===== src/rtl/sseg_scanner.sv =====
// sseg_scanner: multiplexed seven-segment display driver.
//
// Scans NUM_DIGITS digits, one per slot of SLOT_CYCLES clocks. At each frame
// start (first slot of digit 0) the selected source word, decimal points and
// the leading-zero blanking enable are captured, so a frame is always drawn
// from one consistent snapshot. Brightness is applied live through a 16-step
// PWM and gates the active anode and the decimal point.
//
// Ports:
//   clock        system clock, rising edge
//   reset        asynchronous active-low reset
//   display_sel  source select; out-of-range values select source 0
//   display_bus  concatenated sources, source k at [k*4*NUM_DIGITS +: 4*NUM_DIGITS]
//   dp_in        decimal point request per digit (1 = lit)
//   blank_lz     leading-zero blanking enable
//   brightness   PWM duty, 0 = dark, 15 = full on
//   anode        active-low digit enables (at most one low)
//   cathode      active-low segments {g,f,e,d,c,b,a}
//   dp           active-low decimal point
//   frame_tick   one-cycle pulse in the cycle after each frame start
module sseg_scanner #(
  parameter int NUM_DIGITS  = 4,
  parameter int NUM_SOURCES = 2,
  parameter int SLOT_CYCLES = 100000,
  localparam int SW = (NUM_SOURCES > 1) ? $clog2(NUM_SOURCES) : 1
) (
  input  logic                                clock,
  input  logic                                reset,
  input  logic [SW-1:0]                       display_sel,
  input  logic [NUM_SOURCES*NUM_DIGITS*4-1:0] display_bus,
  input  logic [NUM_DIGITS-1:0]               dp_in,
  input  logic                                blank_lz,
  input  logic [3:0]                          brightness,
  output logic [NUM_DIGITS-1:0]               anode,
  output logic [6:0]                          cathode,
  output logic                                dp,
  output logic                                frame_tick
);

  localparam int DW = 4 * NUM_DIGITS;
  localparam int CW = $clog2(SLOT_CYCLES);
  localparam int IW = (NUM_DIGITS > 1) ? $clog2(NUM_DIGITS) : 1;
  localparam logic [CW-1:0] SLOT_LAST = CW'(SLOT_CYCLES - 1);
  localparam logic [IW-1:0] IDX_LAST  = IW'(NUM_DIGITS - 1);

  logic [CW-1:0]         slot_cnt_q, slot_cnt_d;
  logic [IW-1:0]         idx_q, idx_d;
  logic [3:0]            pwm_cnt_q;
  logic [DW-1:0]         word_q;
  logic [NUM_DIGITS-1:0] dpl_q;
  logic                  blz_q;
  logic                  frame_tick_q;
  logic [NUM_DIGITS-1:0] anode_q, anode_d;
  logic [6:0]            cathode_q, cathode_d;
  logic                  dp_q, dp_d;

  logic                  slot_wrap;
  logic                  frame_start;
  logic [DW-1:0]         src_word;
  logic [NUM_DIGITS-1:0] blank;
  logic [3:0]            nib;
  logic                  bright;
  logic                  digit_blank;

  function automatic logic [6:0] hex7(input logic [3:0] v);
    logic [6:0] seg;
    case (v)
      4'h0:    seg = 7'b1000000;
      4'h1:    seg = 7'b1111001;
      4'h2:    seg = 7'b0100100;
      4'h3:    seg = 7'b0110000;
      4'h4:    seg = 7'b0011001;
      4'h5:    seg = 7'b0010010;
      4'h6:    seg = 7'b0000010;
      4'h7:    seg = 7'b1111000;
      4'h8:    seg = 7'b0000000;
      4'h9:    seg = 7'b0010000;
      4'hA:    seg = 7'b0001000;
      4'hB:    seg = 7'b0000011;
      4'hC:    seg = 7'b1000110;
      4'hD:    seg = 7'b0100001;
      4'hE:    seg = 7'b0000110;
      default: seg = 7'b0001110;
    endcase
    return seg;
  endfunction

  assign slot_wrap   = (slot_cnt_q == SLOT_LAST);
  assign frame_start = (slot_cnt_q == '0) && (idx_q == '0);

  always_comb begin
    slot_cnt_d = slot_wrap ? '0 : slot_cnt_q + 1'b1;
    idx_d      = idx_q;
    if (slot_wrap) begin
      idx_d = (idx_q == IDX_LAST) ? '0 : idx_q + 1'b1;
    end
  end

  // Unmatched select codes fall through to source 0.
  always_comb begin
    src_word = display_bus[0 +: DW];
    for (int k = 1; k < NUM_SOURCES; k++) begin
      if (display_sel == SW'(k)) src_word = display_bus[k*DW +: DW];
    end
  end

  // Walk from the top digit down; a digit is blanked while every nibble from
  // the top down to and including it is zero. Digit 0 always shows.
  always_comb begin
    logic zero_run;
    zero_run = 1'b1;
    blank    = '0;
    for (int i = NUM_DIGITS - 1; i >= 0; i--) begin
      zero_run = zero_run & (word_q[4*i +: 4] == 4'h0);
      if (i != 0) blank[i] = blz_q & zero_run;
    end
  end

  assign nib         = word_q[{idx_q, 2'b00} +: 4];
  assign digit_blank = blank[idx_q];
  assign bright      = (brightness == 4'hF) || (pwm_cnt_q < brightness);

  always_comb begin
    anode_d = '1;
    if (bright && !digit_blank) anode_d[idx_q] = 1'b0;
    cathode_d = digit_blank ? 7'h7F : hex7(nib);
    dp_d      = (digit_blank || !bright) ? 1'b1 : ~dpl_q[idx_q];
  end

  always_ff @(posedge clock or negedge reset) begin
    if (!reset) begin
      slot_cnt_q   <= '0;
      idx_q        <= '0;
      pwm_cnt_q    <= '0;
      word_q       <= '0;
      dpl_q        <= '0;
      blz_q        <= 1'b0;
      frame_tick_q <= 1'b0;
      anode_q      <= '1;
      cathode_q    <= 7'h7F;
      dp_q         <= 1'b1;
    end else begin
      slot_cnt_q   <= slot_cnt_d;
      idx_q        <= idx_d;
      pwm_cnt_q    <= pwm_cnt_q + 1'b1;
      frame_tick_q <= frame_start;
      if (frame_start) begin
        word_q <= src_word;
        dpl_q  <= dp_in;
        blz_q  <= blank_lz;
      end
      anode_q   <= anode_d;
      cathode_q <= cathode_d;
      dp_q      <= dp_d;
    end
  end

  assign anode      = anode_q;
  assign cathode    = cathode_q;
  assign dp         = dp_q;
  assign frame_tick = frame_tick_q;

endmodule

===== config.mk =====
export PLATFORM = sky130hd
export DESIGN_NAME = sseg_scanner
export DESIGN_NICKNAME = d
export VERILOG_FILES = /design/src/rtl/sseg_scanner.sv
export SDC_FILE = /design/constraint.sdc
export NUM_CORES = 1
export LEC_CHECK = 0
export ABC_AREA = 1
export CELL_PAD_IN_SITES_DETAIL_PLACEMENT = 0
export CELL_PAD_IN_SITES_GLOBAL_PLACEMENT = 1
export CORE_ASPECT_RATIO = 0.7
export CORE_MARGIN = 10
export CORE_UTILIZATION = 35
export CTS_CLUSTER_SIZE = 20
export DETAILED_ROUTE_END_ITERATION = 10
export PLACE_DENSITY = 0.83
export SETUP_SLACK_MARGIN = 0.05
export SYNTH_ARGS = -nofsm -noshare
export SYNTH_HDL_FRONTEND = slang
export SYNTH_SLANG_ARGS = --single-unit

===== constraint.sdc =====
create_clock -name clock -period 1.65 [get_ports clock]
set_input_delay 0.165 -clock clock [delete_from_list [all_inputs] [get_ports clock]]
set_output_delay 0.165 -clock clock [all_outputs]
set_load 0.005 [all_outputs]

Word level (Yosys, flattened, before mapping)
Memory sizes are Yosys's and may differ from the RTL's.
Index checks and enable logic that the tools add are counted.
{"block": "op_classes", "multipliers": 0, "eq_ne": 3, "bitwise": 7, "n_reduce_logical": 12, "n_addsub": 3, "div_mod_pow": 0, "shift": 1, "mux": 12, "n_lt_le_gt_ge": 3}
{"cell": "adder 17 x 1 -> 17 bit (second input constant)", "count": 1}
{"cell": "equality test 17 bit (second input constant)", "count": 1}
{"cell": "zero test 17 bit", "count": 1}
{"cell": "two-way mux 17 bit", "count": 1}
{"cell": "two-way mux 16 bit", "count": 1}
{"cell": "indexed part select 16 x 5 -> 4 bit", "count": 1}
{"cell": "zero test 4 bit", "count": 3}
{"cell": "two-way mux 7 bit", "count": 1}
{"cell": "AND 1 bit", "count": 5}
{"cell": "adder 4 x 1 -> 4 bit (second input constant)", "count": 1}
{"cell": "binary-select mux 1 bit (select 2 bit)", "count": 2}
{"cell": "equality test 4 bit (second input constant)", "count": 1}
{"cell": "< comparator 4 bit", "count": 1}
{"cell": "two-way mux 1 bit", "count": 4}
{"cell": "two-way mux 4 bit", "count": 1}
{"cell": "NOT 4 bit", "count": 1}
{"cell": "logical AND 1 bit", "count": 3}
{"cell": "< comparator 2 x 3 -> 1 bit (second input constant)", "count": 1}
{"cell": "adder 2 x 1 -> 2 bit (second input constant)", "count": 1}
{"cell": "demux 1 bit (select 2 bit)", "count": 1}
{"cell": "equality test 2 bit (second input constant)", "count": 1}
{"cell": "greater-or-equal comparator 2 x 1 -> 1 bit (second input constant)", "count": 1}
{"cell": "zero test 1 bit", "count": 2}
{"cell": "zero test 2 bit", "count": 1}
{"cell": "3 further kinds", "count": 4}
{"block": "word_totals", "wordCells": 52, "ram_bits": 0, "rom_bits": 112, "ff_bits": 57, "memories": 1, "out_inout_bits": 13, "latchBits": 0}
{"name": "(no name shown)", "depth": 16, "width": 7, "read_ports": 1, "rd_ports_with_merged_regs": 0, "write_ports": 0, "line": "67", "text": "case (v)"}

Logic depth before layout (Yosys ltp)
Gate-level depths: netlist (run 1).
{"block": "logic_depth", "word_depth": 9, "mapped_depth": 11, "depth_no_buf": 10}

Worst setup path after synthesis (run 1)
OpenSTA, ideal clock, no wires.
{"block": "synth_timing", "path_type": "flip-flop to flip-flop", "startpoint": "reg idx_q[1]", "endpoint": "reg cathode_q[0], in the netlist cathode[0]", "required_time_ns": 1.572, "setup_ns": 0.078, "stages_incl_launch_ff": 11, "arrival_ns": 1.467, "setup_slack_ns": 0.105, "path_buffers": 1, "path_cell_list": "dfrtp_1 > buf_4 > inv_2 > nand3_1 > nand2_1 > inv_1 > ha_1 > nand3_1 > nor2_2 > nor2_1 > nand2_1"}
{"block": "synth_between", "elab_chain_cells": 3}
{"element": "from (decl)", "line": "47", "text": "logic [IW-1:0] idx_q, idx_d;"}
{"element": "from (signal assigned)", "line": "144", "text": "idx_q <= idx_d;"}
{"element": "indexed part select 16 x 5 -> 4 bit or binary-select mux 1 bit (select 2 bit) (tied branches)", "line": "119, 120"}
{"element": "memory (16 x 7 bit) or two-way mux 1 bit (tied branches)"}
{"element": "two-way mux 7 bit (*)", "line": "126", "text": "cathode_d = digit_blank ? 7'h7F : hex7(nib);"}
{"element": "named net cathode_d[0]", "line": "54", "text": "logic [6:0] cathode_q, cathode_d;"}
{"element": "to (signal assigned)", "line": "153", "text": "cathode_q <= cathode_d;"}
{"element": "to (decl)", "line": "54"}
Mark *: on every way through the listed nets, which the timed path passes. The rest lies on a longest branch. The select of a mux whose other input is x is not followed.
A chain may end at the register's enable or synchronous reset.

Final worst setup path (run 1)
{"block": "layout_timing", "startpoint": "reg idx_q[0]", "endpoint": "reg cathode_q[0], in the netlist cathode[0]"}
The elaborated chain is that of the path after synthesis.

==> reports/results.ini, run 1 <==
[status]
status = completed

[pwr]
p_sw_share_pct = 22.8
power_frac_clock_pct = 48.8
power.switching_uw = 855
power_frac_comb_pct = 10.9
seqPwrFrac_pct = 40.3
p_leak_uw = 0.00226
power_density_nw_per_um2 = 820
ir_drop_v = 0.000426
power.internal_uw = 2900

[routing]
vias = 3064
drc_errors = 0
firstDrtPassIters = 4
drtIter0Drc = 266
ant_nets = 0
routed_wirelength_um = 8580
wire_per_inst_um = 13.1
viasPerCell = 4.67

[yosys]
synth-edff-count = 0
yosys_warnings = 0
synth.top_cell.area_share_pct = 33.1
synth_area_um2 = 3400
synthArstFlopShare_pct = 100
synth_cells = 451
ys_types = 31
ys_seq_elements = 57
yosysMostFrequentCell = nand2_1
synth_ff_type = dfrtp_1
synth.top_cells.by_area = dfrtp_1 33%, nand2_1 15%, dfstp_2 9.3%
synth_area_per_cell_um2 = 7.53
synth_common_cells = 132 x nand2_1, 56 x inv_1, 45 x dfrtp_1, 43 x nor2_1, 39 x nand3_1
syn-num-nets = 511
ys_seq_area_share_pct = 42.4
synth_area_leader_cell = dfrtp_1

[layout]
final_cells = 656
final_util_pct = 49.5
diodes = 0
nNetsFinal = 587
area_growth_pct = 34.8
drive_gt1_share_pct = 16.7

[clock_tree]
cts_buffers = 9
clk_latency_ns = 0.32
htree_levels = 3
root_buffer = clkbuf_16
cts_tree = done
clock-sinks = 57
clockBufferDepth = 2
clk_pin_slew_ns = 0.05

[sta]
clock.fmax_mhz = 654
hold_slack_ns = 0.356
hold_violations = 0
relSlewSlack_pct = 65.5
min_period_ns = 1.53
fin_crit_sh_pct = 92.7
tightest_slew_ns = 0.517
rsz0062_at_grt = yes
skew_ns = 0.00879
setup_viol = 0
drv_slew = 0

[floorplan]
core.rowCount = 29
ios = 57
chipHeight_um = 102
coreArea_um2 = 9250
start_util_pct = 36.7
die_w_um = 138
dieArea_um2 = 14100

[grt]
overflow = 0
grtUsageTotal_pct = 12.8
grt_util_met2_pct = 16.6
grt_pass1_wl_um = 14500
grt-busiest-layer = met1
global_route.usage.met3_pct = 4.46
antenna_found_initial = 0
grt_pass1_vias = 2896
grtUsageMet1_pct = 18.8
grt_max_degree = 37

[placed_design]
place_congestion = 0.883
dp_cells = 635
hpwl_um = 6640
portBuffers = 56

[setup_path]
criticalPathCategory = flop to flop
startpoint_type = flop
cp-end-kind = flop
cp.arrival_ns = 1.79
cp_max_fo = 7
worstPathRequired_ns = 1.91

[worst_hold_path]
hold_class = input pin to async pin

[run]
maxCapViolCount = 0

-- power by group through the flow --
stage               Combinational [uW]  Sequential, uW  Clock [uW]
global route                       467            1520        1950
CTS                                395            1510        1880
finish                             409            1510        1830
floorplan                          161            1530           0
global placement                   388            1530           0
detailed placement                 391            1530           0
-- metal layers --
layer  wire, um  part of all wire, %
met3        895                   10
met5          0                    0
met1       4470                   52
met2       3120                   36
met4         95                  1.1
-- area by class of cell --
cell class / instances / area [um2]
Clock inverter: 5 / 55.1
Multi-Input combinational cell: 316 / 1680
Inverter: 64 / 240
Sequential cell: 57 / 1440
Clock buffer: 11 / 243
Tap cell: 124 / 155
Timing Repair Buffer: 79 / 763
Fill cell: 893 / 4670
-- per-stage QoR --
| stage | setup WS (ns) | instance area [um2] | total power, uW | setup TNS, ns |
|---|---|---|---|---|
| finish | 0.120 | 4580 | 3750 | 0 |
| global placement | 0.0855 | 4180 | 1920 | 0 |
| floorplan | 0.105 | 3400 | 1690 | 0 |
| global route | -0.000580 | 4580 | 3940 | -0.000580 |
| CTS | 0.0553 | 4490 | 3780 | 0 |
| detailed placement | 0.0471 | 4180 | 1930 | 0 |
-- sequential cells by signal, summed over array words and instances (netlist names) --
name        flops
blz_q           1
frame_tick      1
dp              1
cathode         7
word_q         16
slot_cnt_q     17
pwm_cnt_q       4
idx_q           2
anode           4
dpl_q           4
-- worst max-delay path, cell delays in order, from the launching register on --
cell	delay [ns]
dfrtp_1	0.40
inv_2	0.13
nand2_1	0.08
nand3_2	0.07
nand2_2	0.13
buf_4	0.16
ha_1	0.18
nand3_1	0.09
nand3_1	0.09
nand2_1	0.09
nand2_1	0.05
-- cell usage in the layout (no fill, tap or decap), types with 2 or more instances in the layout --
| cell type | n |
|---|---|
| buf_12 | 2 |
| nand2_2 | 7 |
| nand3_4 | 2 |
| nor2_1 | 42 |
| nor3_1 | 4 |
| inv_1 | 54 |
| inv_2 | 10 |
| o21ai_0 | 20 |
| nor3_2 | 2 |
| nand3_2 | 7 |
| ha_2 | 2 |
| nand4_1 | 28 |
| clkbuf_16 | 9 |
| buf_6 | 2 |
| nor2_4 | 3 |
| o21ai_1 | 3 |
| clkinv_2 | 2 |
| nor2_2 | 2 |
| nand3_1 | 35 |
| dfstp_2 | 12 |
| nand2_1 | 130 |
| xor2_1 | 3 |
| a21oi_1 | 4 |
| dfrtp_1 | 44 |
| clkinvlp_4 | 2 |
| ha_1 | 13 |
| clkdlybuf4s50_1 | 55 |
| o21bai_1 | 2 |
| buf_4 | 18 |
-- final timing paths --
path | from | to | slack, ns | depth (start not counted)
min in group clock | blank_lz | blz_q | 0.42 | 3
max reg2reg | idx_q[0] | cathode[0] | 0.12 | 10
min | reset | slot_cnt_q[6] | 0.36 | 2
max in group asynchronous | reset | dp | 0.65 | 3
min reg2reg | word_q[2] | word_q[2] | 0.47 | 2
max | idx_q[0] | cathode[0] | 0.12 | 10
-- kinds of logic after synthesis --
family / Yosys count / synth area share [%]
XOR/XNOR: 4 / 1.03
buffers and inverters: 78 / 9.83
adder cells (fa/ha/maj): 16 / 5.89
flip-flops: 57 / 42.4
AO/OA/AOI/OAI: 30 / 4.60
AND/OR/NAND/NOR: 266 / 36.2
-- repair_timing --
action	CTS	global route
hold buffers	1	0
hold endpoints to repair	21	0
buffers inserted	0	4
gates resized for setup	1	16
pin swaps	0	4
setup endpoints to repair	2	34
Note: power is estimated with default switching activity, not from simulation.
==> inputs of run 2 (changes only) <==
- CTS_CLUSTER_DIAMETER: not set -> 100
==> results of run 2 <==
The final DEF is identical to that of run 1; final timing and power are the same.
